[src/rtl/acumulador_soma_pkg.sv]
// Shared definitions for the acumulador_soma block: FSM state encodings and
// default sizing of the accumulator.
package acumulador_soma_pkg;

    typedef enum logic [1:0] {
        OCIOSO     = 2'd0,
        ACUMULANDO = 2'd1,
        PRONTO     = 2'd2
    } estado_t;

    localparam int ACC_W_PADRAO      = 12;
    localparam int N_AMOSTRAS_PADRAO = 4;

endpackage

[src/rtl/acumulador_soma_somador_sat.sv]
// Combinational saturating adder: one extra bit of headroom decides overflow,
// and an overflowing result is clamped to all ones.
module somador_sat #(
    parameter int W = 12
) (
    input  logic [W-1:0] i_a,
    input  logic [W-1:0] i_b,
    output logic [W-1:0] o_soma,
    output logic         o_estouro
);

    logic [W:0] w_ext;

    assign w_ext     = {1'b0, i_a} + {1'b0, i_b};
    assign o_estouro = w_ext[W];
    assign o_soma    = w_ext[W] ? {W{1'b1}} : w_ext[W-1:0];

endmodule

[src/rtl/acumulador_soma.sv]
// Accumulates N_AMOSTRAS handshaked adder sums into a saturating register and
// presents the total downstream through a valid/ready handshake.
module acumulador_soma
    import acumulador_soma_pkg::*;
#(
    parameter int N_AMOSTRAS = N_AMOSTRAS_PADRAO,
    parameter int ACC_W      = ACC_W_PADRAO
) (
    input  logic                                clk,
    input  logic                                rst,
    input  logic                                iniciar,
    input  logic [8:0]                          S_in,
    input  logic                                valid_in,
    output logic                                ready_out,
    output logic [ACC_W-1:0]                    total,
    output logic                                total_valid,
    input  logic                                total_ready,
    output logic                                saturou,
    output logic [$clog2(N_AMOSTRAS+1)-1:0]     contagem
);

    localparam int               CNT_W  = $clog2(N_AMOSTRAS + 1);
    localparam logic [CNT_W-1:0] ULTIMA = CNT_W'(N_AMOSTRAS - 1);

    estado_t            r_estado;
    estado_t            w_estado_prox;
    logic [ACC_W-1:0]   r_acc;
    logic [CNT_W-1:0]   r_cnt;
    logic               r_sat;
    logic [ACC_W-1:0]   w_parcela;
    logic [ACC_W-1:0]   w_soma;
    logic               w_estouro;
    logic               w_aceita;
    logic               w_inicia;

    assign w_parcela = ACC_W'(S_in);
    assign w_aceita  = valid_in && (r_estado == ACUMULANDO);
    assign w_inicia  = iniciar && (r_estado == OCIOSO);

    somador_sat #(
        .W (ACC_W)
    ) u_somador_sat (
        .i_a       (r_acc),
        .i_b       (w_parcela),
        .o_soma    (w_soma),
        .o_estouro (w_estouro)
    );

    always_ff @(posedge clk or posedge rst) begin
        if (rst) begin
            r_estado <= OCIOSO;
        end else begin
            r_estado <= w_estado_prox;
        end
    end

    // Handshake outputs depend on registered state only, never on inputs.
    always_comb begin
        w_estado_prox = r_estado;
        ready_out     = 1'b0;
        total_valid   = 1'b0;
        unique case (r_estado)
            OCIOSO: begin
                if (iniciar) w_estado_prox = ACUMULANDO;
            end
            ACUMULANDO: begin
                ready_out = 1'b1;
                if (w_aceita && (r_cnt == ULTIMA)) w_estado_prox = PRONTO;
            end
            PRONTO: begin
                total_valid = 1'b1;
                if (total_ready) w_estado_prox = OCIOSO;
            end
            default: w_estado_prox = OCIOSO;
        endcase
    end

    always_ff @(posedge clk or posedge rst) begin
        if (rst) begin
            r_acc <= '0;
            r_cnt <= '0;
            r_sat <= 1'b0;
        end else if (w_inicia) begin
            r_acc <= '0;
            r_cnt <= '0;
            r_sat <= 1'b0;
        end else if (w_aceita) begin
            r_acc <= w_soma;
            r_cnt <= r_cnt + 1'b1;
            r_sat <= r_sat | w_estouro;
        end
    end

    assign total    = r_acc;
    assign contagem = r_cnt;
    assign saturou  = r_sat;

endmodule
[config.mk]
export PLATFORM = sky130hd
export DESIGN_NAME = acumulador_soma
export DESIGN_NICKNAME = d
export VERILOG_FILES = /design/src/rtl/acumulador_soma_pkg.sv /design/src/rtl/acumulador_soma_somador_sat.sv /design/src/rtl/acumulador_soma.sv
export SDC_FILE = /design/constraint.sdc
export NUM_CORES = 1
export LEC_CHECK = 0
export ABC_AREA = 1
export CORE_MARGIN = 2
export CORE_UTILIZATION = 48
export DETAILED_ROUTE_END_ITERATION = 8
export PLACE_DENSITY = 0.87
export SETUP_SLACK_MARGIN = 0.05
export SLEW_MARGIN = 10
export SYNTH_ARGS = -nofsm -noshare
export SYNTH_HDL_FRONTEND = slang
export SYNTH_SLANG_ARGS = --single-unit
[constraint.sdc]
create_clock -name clk -period 4.6 [get_ports clk]
set_input_delay 0.46 -clock clk [delete_from_list [all_inputs] [get_ports clk]]
set_output_delay 0.46 -clock clk [all_outputs]
set_load 0.1 [all_outputs]
# Word-level counts from Yosys, hierarchy flattened
# Cells that the tools add are included.
# totals
register_bits	18
word_cells	32
inputBits	14
output_inout_bits	18
# op_classes
add_sub_neg	2
n_reduce_logical	6
bitwise_logic	1
mux	13
n_eq_ne	6
# op_table
cell	n
12-bit two-way mux	3
12-bit by 9-bit adder with 13-bit output	1
2-bit two-way mux	3
3-bit two-way mux	2
2-bit one-hot mux with 3 select lines	1
1-bit two-way mux	4
2-bit != test (second input constant)	2
3-bit by 1-bit adder with 3-bit output (second input constant)	1
3-bit by 2-bit == test with 1-bit output (second input constant)	1
1-bit logical AND	3
3-bit AND reduction	1
2-bit by 1-bit == test with 1-bit output (second input constant)	1
2-bit == test (second input constant)	1
2-bit logical NOT	1
2-bit by 1-bit != test with 1-bit output (second input constant)	1
2-bit nonzero test	1
1-bit OR	1

# Depth between registers and ports, before layout
# Gate-level depths: netlist (run 1).
# depth
word_depth	5
mapped_depth	10
ltp_nobuf	10

# Cells and area by module
# A second synthesis (run 1) with hierarchy kept.
# hier_totals
hier_cells	237
hier_area_um2	1586.5
# by_module_without_submodules
mod	cells_per_inst	n_inst	seq_area_each_um2	area_per_inst_um2
acumulador_soma	90	1	450.4	818.3
somador_sat	147	1	0.0	768.2

# Worst setup path after synthesis (run 1)
# No wires, ideal clock.
# synth_timing
kind	flip-flop to flip-flop
startpoint	register r_acc[5], in the netlist total[5]
endpoint	register r_acc[2], in the netlist total[2]
t_arrival_ns	2.062
setup_time_ns	0.129
required_time_ns	4.471
n_path_buf	0
synth_period_minus_slack_ns	2.191
setup_slack_ns	2.409
path_stages_with_launch	8
cell_sequence	dfrtp_1 > ha_1 > a21oi_1 > nand2_1 > nand2_1 > nand3_2 > nand2_4 > o211ai_2
# synth_via
elab_chain_cells	4
# synth_lines
item	line	source
start, declared	acumulador_soma.sv:27	logic [ACC_W-1:0] r_acc;
start signal, assigned	acumulador_soma.sv:88	r_acc <= w_soma;
12-bit by 9-bit adder with 13-bit output	acumulador_soma_somador_sat.sv:14	assign w_ext = {1'b0, i_a} + {1'b0, i_b};
12-bit two-way mux	acumulador_soma_somador_sat.sv:16	assign o_soma = w_ext[W] ? {W{1'b1}} : w_ext[W-1:0];
12-bit two-way mux	acumulador_soma.sv:87	end else if (w_aceita) begin
12-bit two-way mux	acumulador_soma.sv:83	end else if (w_inicia) begin
# No other way between the ends. The select of a mux whose other input is x is not followed.
# A chain may end at the register's enable or synchronous reset.

# Worst setup path in the final report (run 1)
# layout_timing
startpoint	register r_estado[0]
endpoint	output port ready_out
# layout_via
elab_chain_cells	2
# layout_lines
item	line	source
start, declared	acumulador_soma.sv:25	estado_t r_estado;
start signal, assigned	acumulador_soma.sv:53	r_estado <= w_estado_prox;
2-bit by 1-bit == test with 1-bit output	acumulador_soma.sv:62	unique case (r_estado)
1-bit two-way mux	acumulador_soma.sv:62	
end, declared	acumulador_soma.sv:14	output logic ready_out,
# No other way between the ends.

==> qor.yml, run 1 <==
core.rowCount: 19
grt.total_usage: 0.223
cp_data_required_time_ns: 4.14
worst-setup-path-type: "reg -> out"
cts.clk_slew.worst_paths_ns: 0.11
die_w_um: 57.6
utilization: 0.643
drive_above_1_share: 0.0667
core_area_sq_mm: 0.00273
ys_seq_elements: 18
r2r_slack_ns: 2.73
syn_area_sq_mm: 0.00138
reg2reg_depth: 6
arrival_ns: 2.08
maxCapViolCount: 0
final.min_clock_period_ns: 2.54
clock.fmax_mhz: 394
slew_violations: 0
grt_antenna_before_repair: 0
rsz0062_at_grt: "no"
grt_max_degree: 19
syn_nets: 217
hold_end: "r_estado[1]"
antenna_left: 0
r2r_start: "total[0]"
finalSetupTns_ns: 0
synth.lib_cells_used.distinct: 25
fillers: 239
yosysWarnings: 0
drt_iter0_markers: 48
firstDrtPassIters: 4
finalCritPeriodShare: 0.552
crit_family: "buffers and inverters"
worst-path-buf-inv: 2
crit_chain: "inv_1 -> nor2_4 -> clkdlybuf4s50_1"
clockBufferDepth: 2
die_h_um: 57.6
status: "completed"
cts_resized: 0
postCtsHoldBufs: 0
viasPerCell: 5.38
skew_ns: 0.00286
fin_nets: 252
initial_utilization: 0.504
cts_setup_buffers: 0
cp-start-kind: "flop"
n_antenna_cell: 0
htree_levels: 1
setup_viol: 0
area_delta_synth_final_pct: 27.4
wl_um: 3390
cts_sinks: 18
hp-start: "r_estado[0]"
overflow: 0
fin_hold_ws_ns: 0.523
cp_max_fo: 3
crit_slowest_cell: "clkdlybuf4s50_1"
drc: 0
place_congestion: 0.885
hp-class: "reg -> reg"
cts_buffers: 3
finalHoldViolCount: 0
num_vias: 1378
tritoncts: "yes"
die_area_sq_mm: 0.00332
clk_latency_ns: 0.30
place_inst: 252
cts_root_buf: "clkbuf_4"
slew_headroom: 0.347
port_buffers: 31
grt_pass1_vias: 1306
cp-end-kind: "output pin"
layoutNonFillerInstCount: 256
syn_area_per_cell_sq_um: 7.22
syn_inst: 191
hold_depth: 1
dp_hpwl_um: 2530
ios: 32
grt_pass1_wl_um: 5790
worst_pin_slew_ns: 0.977
routedWlPerCell_um: 13.2
critPathMaxStageDelay_ns: 1.16
synth.yosys.seq_area_share: 0.327
r2r-end: "total[8]"
Yosys cell counts (all sizes together):
cell type	instances	share of area
nand2	66	0.19
nand3	29	0.11
inv	26	0.071
dfrtp	18	0.33
nor2	14	0.044
ha	11	0.10
a21oi	5	0.018
nand3b	4	0.022
nand4	3	0.014
a21boi	2	0.016
o21ai	2	0.0073
xnor2	2	0.013
a22o	1	0.0073
buf	1	0.0054
fa	1	0.015
nor3	1	0.012
o211ai	1	0.0091
o22ai	1	0.0045
o32ai	1	0.0064
or2	1	0.0045
xor2	1	0.0064
kinds of logic after synthesis:
group | after synthesis | synth area share
AOI/OAI and AO/OA | 13 | 0.0690
xor gates and xnor gates | 3 | 0.0191
adders and majority gates | 12 | 0.114
buffers and inverters | 27 | 0.0762
DFF | 18 | 0.327
and+or+nand+nor | 118 | 0.395
area by class of cell:
class                   count  area [sq um]  share of cell area
well taps                  31          38.8              0.0221
repair buffers             31           310               0.177
multi-input cells         146           823               0.469
flip-flops and latches     18           450               0.256
inverters                  26          97.6              0.0556
clock buffers               4          36.3              0.0207
per-stage QoR:
step	setup WS, ns	area [sq um]
final	2.06	1760
after CTS	2.06	1760
after floorplan	2.41	1380
after detailed placement	2.27	1720
after global routing	2.00	1760
after global placement	2.35	1720
routing by layer:
metal,vias to the layer above,global-route usage,routed length (um)
met2,45,0.385,1680
met3,6,0.0272,207
met5,-,0,0
met4,0,0.0631,49
li1,690,-,-
met1,637,0.292,1460
flip-flops by register name (all words and copies together), names as in the netlist:
signal,flops
contagem,3
r_estado,2
saturou,1
total,12
how the worst max path moves through the flow:
stage	start	endpoint	slack, ns	cells past startpoint
2_1_floorplan	total[5]	total[2]	2.41	7
3_3_place_gp	S_in[0]	total[2]	2.35	7
3_5_place_dp	S_in[0]	total[8]	2.27	7
4_1_cts	r_estado[0]	ready_out	2.06	3
5_1_grt	r_estado[0]	ready_out	2.00	3
6_report	r_estado[0]	ready_out	2.06	3
placed cells by master (no fill, tap or decap), drive strengths merged:
cell	netlist	layout
nand2	66	66
clkdlybuf4s50	0	31
nand3	29	29
inv	26	26
dfrtp	18	18
nor2	14	14
ha	11	11
a21oi	5	5
nand3b	4	4
clkbuf	0	4
nand4	3	3
a21boi	2	2
xnor2	2	2
o21ai	2	2
nor3	1	1
o211ai	1	1
xor2	1	1
or2	1	1
a22o	1	1
o22ai	1	1
o32ai	1	1
fa	1	1
Power of run 1 is left out: the tool's default activity adds up to more than one toggle a clock period on the data nets, which glitch-free logic cannot reach.
==> inputs of run 2 (changes only) <==
--- a/config.mk
+++ b/config.mk
@@ -7,9 +7,9 @@
 export LEC_CHECK = 0
 export ABC_AREA = 1
 export CORE_MARGIN = 2
-export CORE_UTILIZATION = 48
+export CORE_UTILIZATION = 45
 export DETAILED_ROUTE_END_ITERATION = 8
-export PLACE_DENSITY = 0.87
+export PLACE_DENSITY = 0.86
 export SETUP_SLACK_MARGIN = 0.05
 export SLEW_MARGIN = 10
 export SYNTH_ARGS = -nofsm -noshare
==> constraint.sdc (replaced) <==
create_clock -name clk -period 2.2 [get_ports clk]
set_input_delay 0.22 -clock clk [delete_from_list [all_inputs] [get_ports clk]]
set_output_delay 0.22 -clock clk [all_outputs]
set_load 0.1 [all_outputs]
==> run 2 against run 1 <==
  * Die area is 6.2% higher
  * Core utilization is 6.4 points lower
  * Critical path depth is 3 higher
  * Largest cell class unchanged
  * Cell count is 1.2% higher
  * Sequential share of layout area is 0.58 points higher
  * Global-route usage is 1.5 points lower
  * Count of clock-buffer cells in the layout stayed put
==> qor.yml, run 2 (synthesis gave the netlist of run 1 again) <==
overflow: 0  # unchanged
worst-setup-path-type: "reg -> reg"
reg2reg_depth: 6  # unchanged
crit_end: "total[7]"
drive_above_1_share: 0.155  # +0.0882
largest_reg_flops: 12  # unchanged
grt_pass1_wl_um: 5530  # -4.4%
dp_hpwl_um: 2490  # -1.5%
crit_chain: "ha_1 -> fa_1 -> nand3_1 -> nand3_2 -> nand2_4 -> nand3_1"
cp_max_fo: 10  # +7
initial_utilization: 0.463  # -0.0413
n_antenna_cell: 0  # unchanged
grt.total_usage: 0.208  # -0.0145
setup_viol: 0  # unchanged
postCtsHoldBufs: 0  # unchanged
skew_ns: 0.00998  # +0.00712 ns
grt_max_degree: 19  # unchanged
final_common_cell: "nand2_1"
cp-start-kind: "flop"
place_congestion: 0.870  # -1.6%
crit_top_cell: "nand3_1"
place_area_sq_mm: 0.00169  # -2.0%
die_area_sq_mm: 0.00352  # +6.2%
drc: 0  # unchanged
firstDrtPassIters: 4  # unchanged
cp-end-kind: "flop"
cts_root_buf: "clkbuf_4"
crit_slowest_cell: "fa_1"
clock.fmax_mhz: 560
finalSetupTns_ns: 0  # unchanged
finalInstanceArea_sq_mm: 0.00172  # -1.9%
htree_levels: 1  # unchanged
die_h_um: 59.4  # +3.1%
use_met3: 0.0284  # +0.00117
ios: 32  # unchanged
worst_pin_slew_ns: 0.708  # -0.269 ns
r2r_start: "total[0]"
wl_um: 3230  # -4.9%
num_vias: 1404  # +1.9%
status: "completed"
cts_resized: 0  # unchanged
tritoncts: "yes"
clockBufferDepth: 2  # unchanged
grt_antenna_before_repair: 0  # unchanged
arrival_ns: 1.98  # -0.10 ns
die_w_um: 59.4  # +3.1%
routedWlPerCell_um: 12.5  # -6.0%
finalHoldViolCount: 0  # unchanged
slew_headroom: 0.527  # +0.181
critPathMaxStageDelay_ns: 0.43  # -0.73 ns
utilization: 0.579  # -0.0640
use_met1: 0.295  # +0.00333
clk_latency_ns: 0.31  # about the same
grt_pass1_vias: 1249  # -4.4%
slew_violations: 0  # unchanged
grt_busiest_layer: "met2"
core.rowCount: 20  # +1
area_delta_synth_final_pct: 25.0
fillers: 281  # +18%
cts.clk_slew.worst_paths_ns: 0.11  # about the same
cp.depth: 6  # +3
cts_sinks: 18  # unchanged
crit_start: "total[0]"
final.min_clock_period_ns: 1.79
finalCritPeriodShare: 0.812
crit_family: "adder cells"
cts_buffers: 3  # unchanged
r2r-end: "total[7]"
core_area_sq_mm: 0.00298  # +8.9%
fin_nets: 253  # +0.40%
rsz0062_at_grt: "no"
viasPerCell: 5.42  # +0.71%
most-common-layout-cells: "nand2_1 (64), nand3_1 (28), inv_1 (25), buf_4 (19), dfrtp_1 (17)"
hp-class: "in -> async"
drt_iter0_markers: 64  # +33%
r2r_slack_ns: 0.41  # -2.32 ns
met2_usage: 0.322  # -0.0629
maxCapViolCount: 0  # unchanged
antenna_left: 0  # unchanged
cp_data_required_time_ns: 2.39  # -1.75 ns
cts_setup_buffers: 0  # unchanged
worst-path-buf-inv: 0  # -2
port_buffers: 31  # unchanged
-- run 2: cell count changes in the layout (fill, tap and decap cells not counted), sizes merged --
| cell | change |
|---|---|
| clkdlybuf4s50 | -18 |
| buf | +19 |
-- run 2: stage by stage --
stage	hold slack [ns]	instances	setup slack (ns)
floorplan	0.159	191	0.0612
global placement	0.491	255	0.237
detailed placement	0.496	255	0.200
CTS	0.330	259	0.428
global route	0.387	259	0.305
finish	0.306	259	0.414
-- run 2: worst min-delay path by stage --
stage / slack, ns / from / endpoint
2_1_floorplan: 0.16 / rst / contagem[0]
5_1_grt: 0.39 / rst / saturou
3_3_place_gp: 0.49 / r_estado[0] / r_estado[1]
6_report: 0.31 / rst / total[0]
4_1_cts: 0.33 / rst / total[0]
3_5_place_dp: 0.50 / r_estado[0] / r_estado[1]
-- run 2: cell type report --
cell class,count,area (sq um),area share
Tap cell,33,41.3,0.0240
Sequential cell,18,452,0.262
Timing Repair Buffer,32,273,0.158
Multi-Input combinational cell,146,823,0.478
Clock buffer,4,36.3,0.0211
Inverter,26,97.6,0.0566
-- run 2: metal layers --
layer / share of wire / vias to the layer above
met2: 0.46 / 51
met3: 0.071 / 5
li1: - / 691
met5: 0 / -
met4: 0.012 / 0
met1: 0.46 / 657
-- run 2: worst reg2reg max path: stages, from the launching register on --
cell and delay [ns]:
dfrtp_1 0.42, ha_1 0.23, fa_1 0.43, nand3_1 0.15, nand3_2 0.16, nand2_4 0.18, nand3_1 0.09
Power of run 2 is left out for the same reason.
==> inputs of run 3 (changes only) <==
--- a/config.mk
+++ b/config.mk
@@ -7,9 +7,9 @@
 export LEC_CHECK = 0
 export ABC_AREA = 1
 export CORE_MARGIN = 2
-export CORE_UTILIZATION = 45
+export CORE_UTILIZATION = 48
 export DETAILED_ROUTE_END_ITERATION = 8
-export PLACE_DENSITY = 0.86
+export PLACE_DENSITY = 0.87
 export SETUP_SLACK_MARGIN = 0.05
 export SLEW_MARGIN = 10
 export SYNTH_ARGS = -nofsm -noshare
==> constraint.sdc (replaced) <==
create_clock -name clk -period 1.8 [get_ports clk]
set_input_delay 0.18 -clock clk [delete_from_list [all_inputs] [get_ports clk]]
set_output_delay 0.18 -clock clk [all_outputs]
set_load 0.1 [all_outputs]
==> run 3 against run 2 <==
  * Setup slack got worse by 0.35 ns
  * Register-to-register slack got worse by 0.35 ns
  * Global-route usage rose by 0.61 points
  * Worst hold slack worse by 0.13 ns
  * Sequential cell count unchanged
  * Fmax increased by 2.7%
  * Count of clock-buffer cells in the layout did not move
  * Design area grew 17%
  * Clock skew is 0.00054 ns lower
  * Non-clock buffer count is 7 higher
  * Critical path type unchanged
  * Cell count increased by 2.3%
  * Via count is 2.1% higher
==> qor.yml, run 3 (synthesis gave the netlist of run 1 again) <==
drt_iter0_markers: 27  # -58%
hp-class: "in -> async"
routedWlPerCell_um: 13.6  # +9.3%
status: "completed"
worst-setup-path-type: "reg -> reg"
critPathMaxStageDelay_ns: 0.52  # +0.09 ns
grt_pass1_wl_um: 5620  # +1.5%
core.rowCount: 19  # -5.0%
cp-start-kind: "flop"
cp_max_fo: 6  # -4
crit_chain: "ha_4 -> fa_2 -> nand3_2 -> nand3_4 -> nand2_2 -> nand3_1"
fin_nets: 261  # +3.2%
die_h_um: 57.6  # -3.0%
utilization: 0.735  # +0.156
wl_um: 3610  # +12%
tritoncts: "yes"
grt.total_usage: 0.214  # +0.00613
htree_levels: 1  # unchanged
m1WireLength_um: 1580  # +6.0%
finalSetupTns_ns: 0  # unchanged
cts_buffers: 3  # unchanged
viasPerCell: 5.41  # -0.18%
grt_antenna_before_repair: 0  # unchanged
crit_family: "adder cells"
layoutNonFillerInstCount: 265  # +2.3%
finalCritPeriodShare: 0.966  # +0.155
maxCapViolCount: 0  # unchanged
postCtsHoldBufs: 0  # unchanged
grt_pass1_vias: 1318  # +5.5%
num_vias: 1434  # +2.1%
worst-path-buf-inv: 0  # unchanged
highest_layer: "met4"
antenna_left: 0  # unchanged
slew_headroom: 0.705  # +0.177
final.min_clock_period_ns: 1.74  # -0.0462 ns
dp_hpwl_um: 2440  # -1.9%
port_buffers: 31  # unchanged
firstDrtPassIters: 4  # unchanged
setup_viol: 0  # unchanged
area_delta_synth_final_pct: 45.6
initial_utilization: 0.504  # +0.0413
arrival_ns: 1.94  # -0.04 ns
clk_latency_ns: 0.31  # about the same
crit_slowest_cell: "dfrtp_4"
cts_sinks: 18  # unchanged
clock.fmax_mhz: 575  # +2.7%
place_congestion: 0.896  # +3.0%
worst_pin_slew_ns: 0.442  # -0.266 ns
cts_root_buf: "clkbuf_4"
timing.final.ws_setup_ns: 0.0605  # -0.354 ns
skew_ns: 0.00944  # -0.000538 ns
clockBufferDepth: 2  # unchanged
core_area_sq_mm: 0.00273  # -8.2%
most-common-layout-cells: "nand2_1 (62), inv_1 (25), buf_4 (24), nand3_1 (23), clkdlybuf4s50_1 (13)"
ios: 32  # unchanged
die_w_um: 57.6  # -3.0%
place_inst: 258  # +1.2%
rsz0062_at_grt: "yes"
place_ws_ns: -0.0527  # -0.253 ns
grt_max_degree: 19  # unchanged
wl_met3_um: 191  # -16%
final_common_cell: "nand2_1"
dr_wl_met2_um: 1790  # +21%
cts.clk_slew.worst_paths_ns: 0.12  # about the same
cp-end-kind: "flop"
n_antenna_cell: 0  # unchanged
drive_above_1_share: 0.321  # +0.166
slew_violations: 0  # unchanged
die_area_sq_mm: 0.00332  # -5.8%
drc: 0  # unchanged
overflow: 0  # unchanged
largest_reg_flops: 12  # unchanged
finalHoldViolCount: 0  # unchanged
cp_data_required_time_ns: 2.00  # -0.39 ns
run 3: changes by cell type in the layout (fill, tap and decap cells not counted), moves of 5 or more:
cell | previous run | this run
dfrtp_1 | 17 | 7
ha_1 | 11 | 3
ha_4 | 0 | 8
dfrtp_4 | 0 | 7
buf_4 | 19 | 24
nand3_1 | 28 | 23
run 3: per-layer routing:
layer  track usage  vias to the layer above
met5             0                        -
met4        0.0598                        0
met3        0.0272                        6
met2         0.360                       49
met1         0.289                      669
li1              -                      710
run 3: per-stage QoR:
step / instance area, sq um / hold WS (ns)
after global placement: 1850 / 0.507
after global routing: 2010 / 0.228
after detailed placement: 1850 / 0.513
after floorplan: 1480 / 0.118
final: 2010 / 0.179
after CTS: 1890 / 0.188
run 3: tightest hold or removal path, delay by kind of cell:
kind / cells / cell delay (ns)
buf+inv: 3 / 0.70
run 3: area by class of cell:
| type | count | area [sq um] |
|---|---|---|
| multi-input combinational | 147 | 1000 |
| fill | 187 | 726 |
| sequential | 18 | 482 |
| timing repair buffer | 39 | 350 |
| inverter | 26 | 97.6 |
| tap | 31 | 38.8 |
| clock buffer | 4 | 36.3 |
run 3: repair_timing:
item                       CTS  global route
setup endpoints to repair    0            13
setup buffers                0             2
hold endpoints to repair     0             0
gates resized for setup      0            16
run 3: worst paths after layout:
kind | endpoint | from | slack, ns | cells after the start
min | total[0] | rst | 0.18 | 3
min reg2reg | r_estado[1] | r_estado[0] | 0.53 | 1
max in group asynchronous | total[7] | rst | 1.39 | 3
max | total[4] | total[0] | 0.06 | 6
max reg2reg | total[4] | total[0] | 0.06 | 6
min in group clk | r_estado[1] | total_ready | 0.45 | 2
Power of run 3 is left out for the same reason.
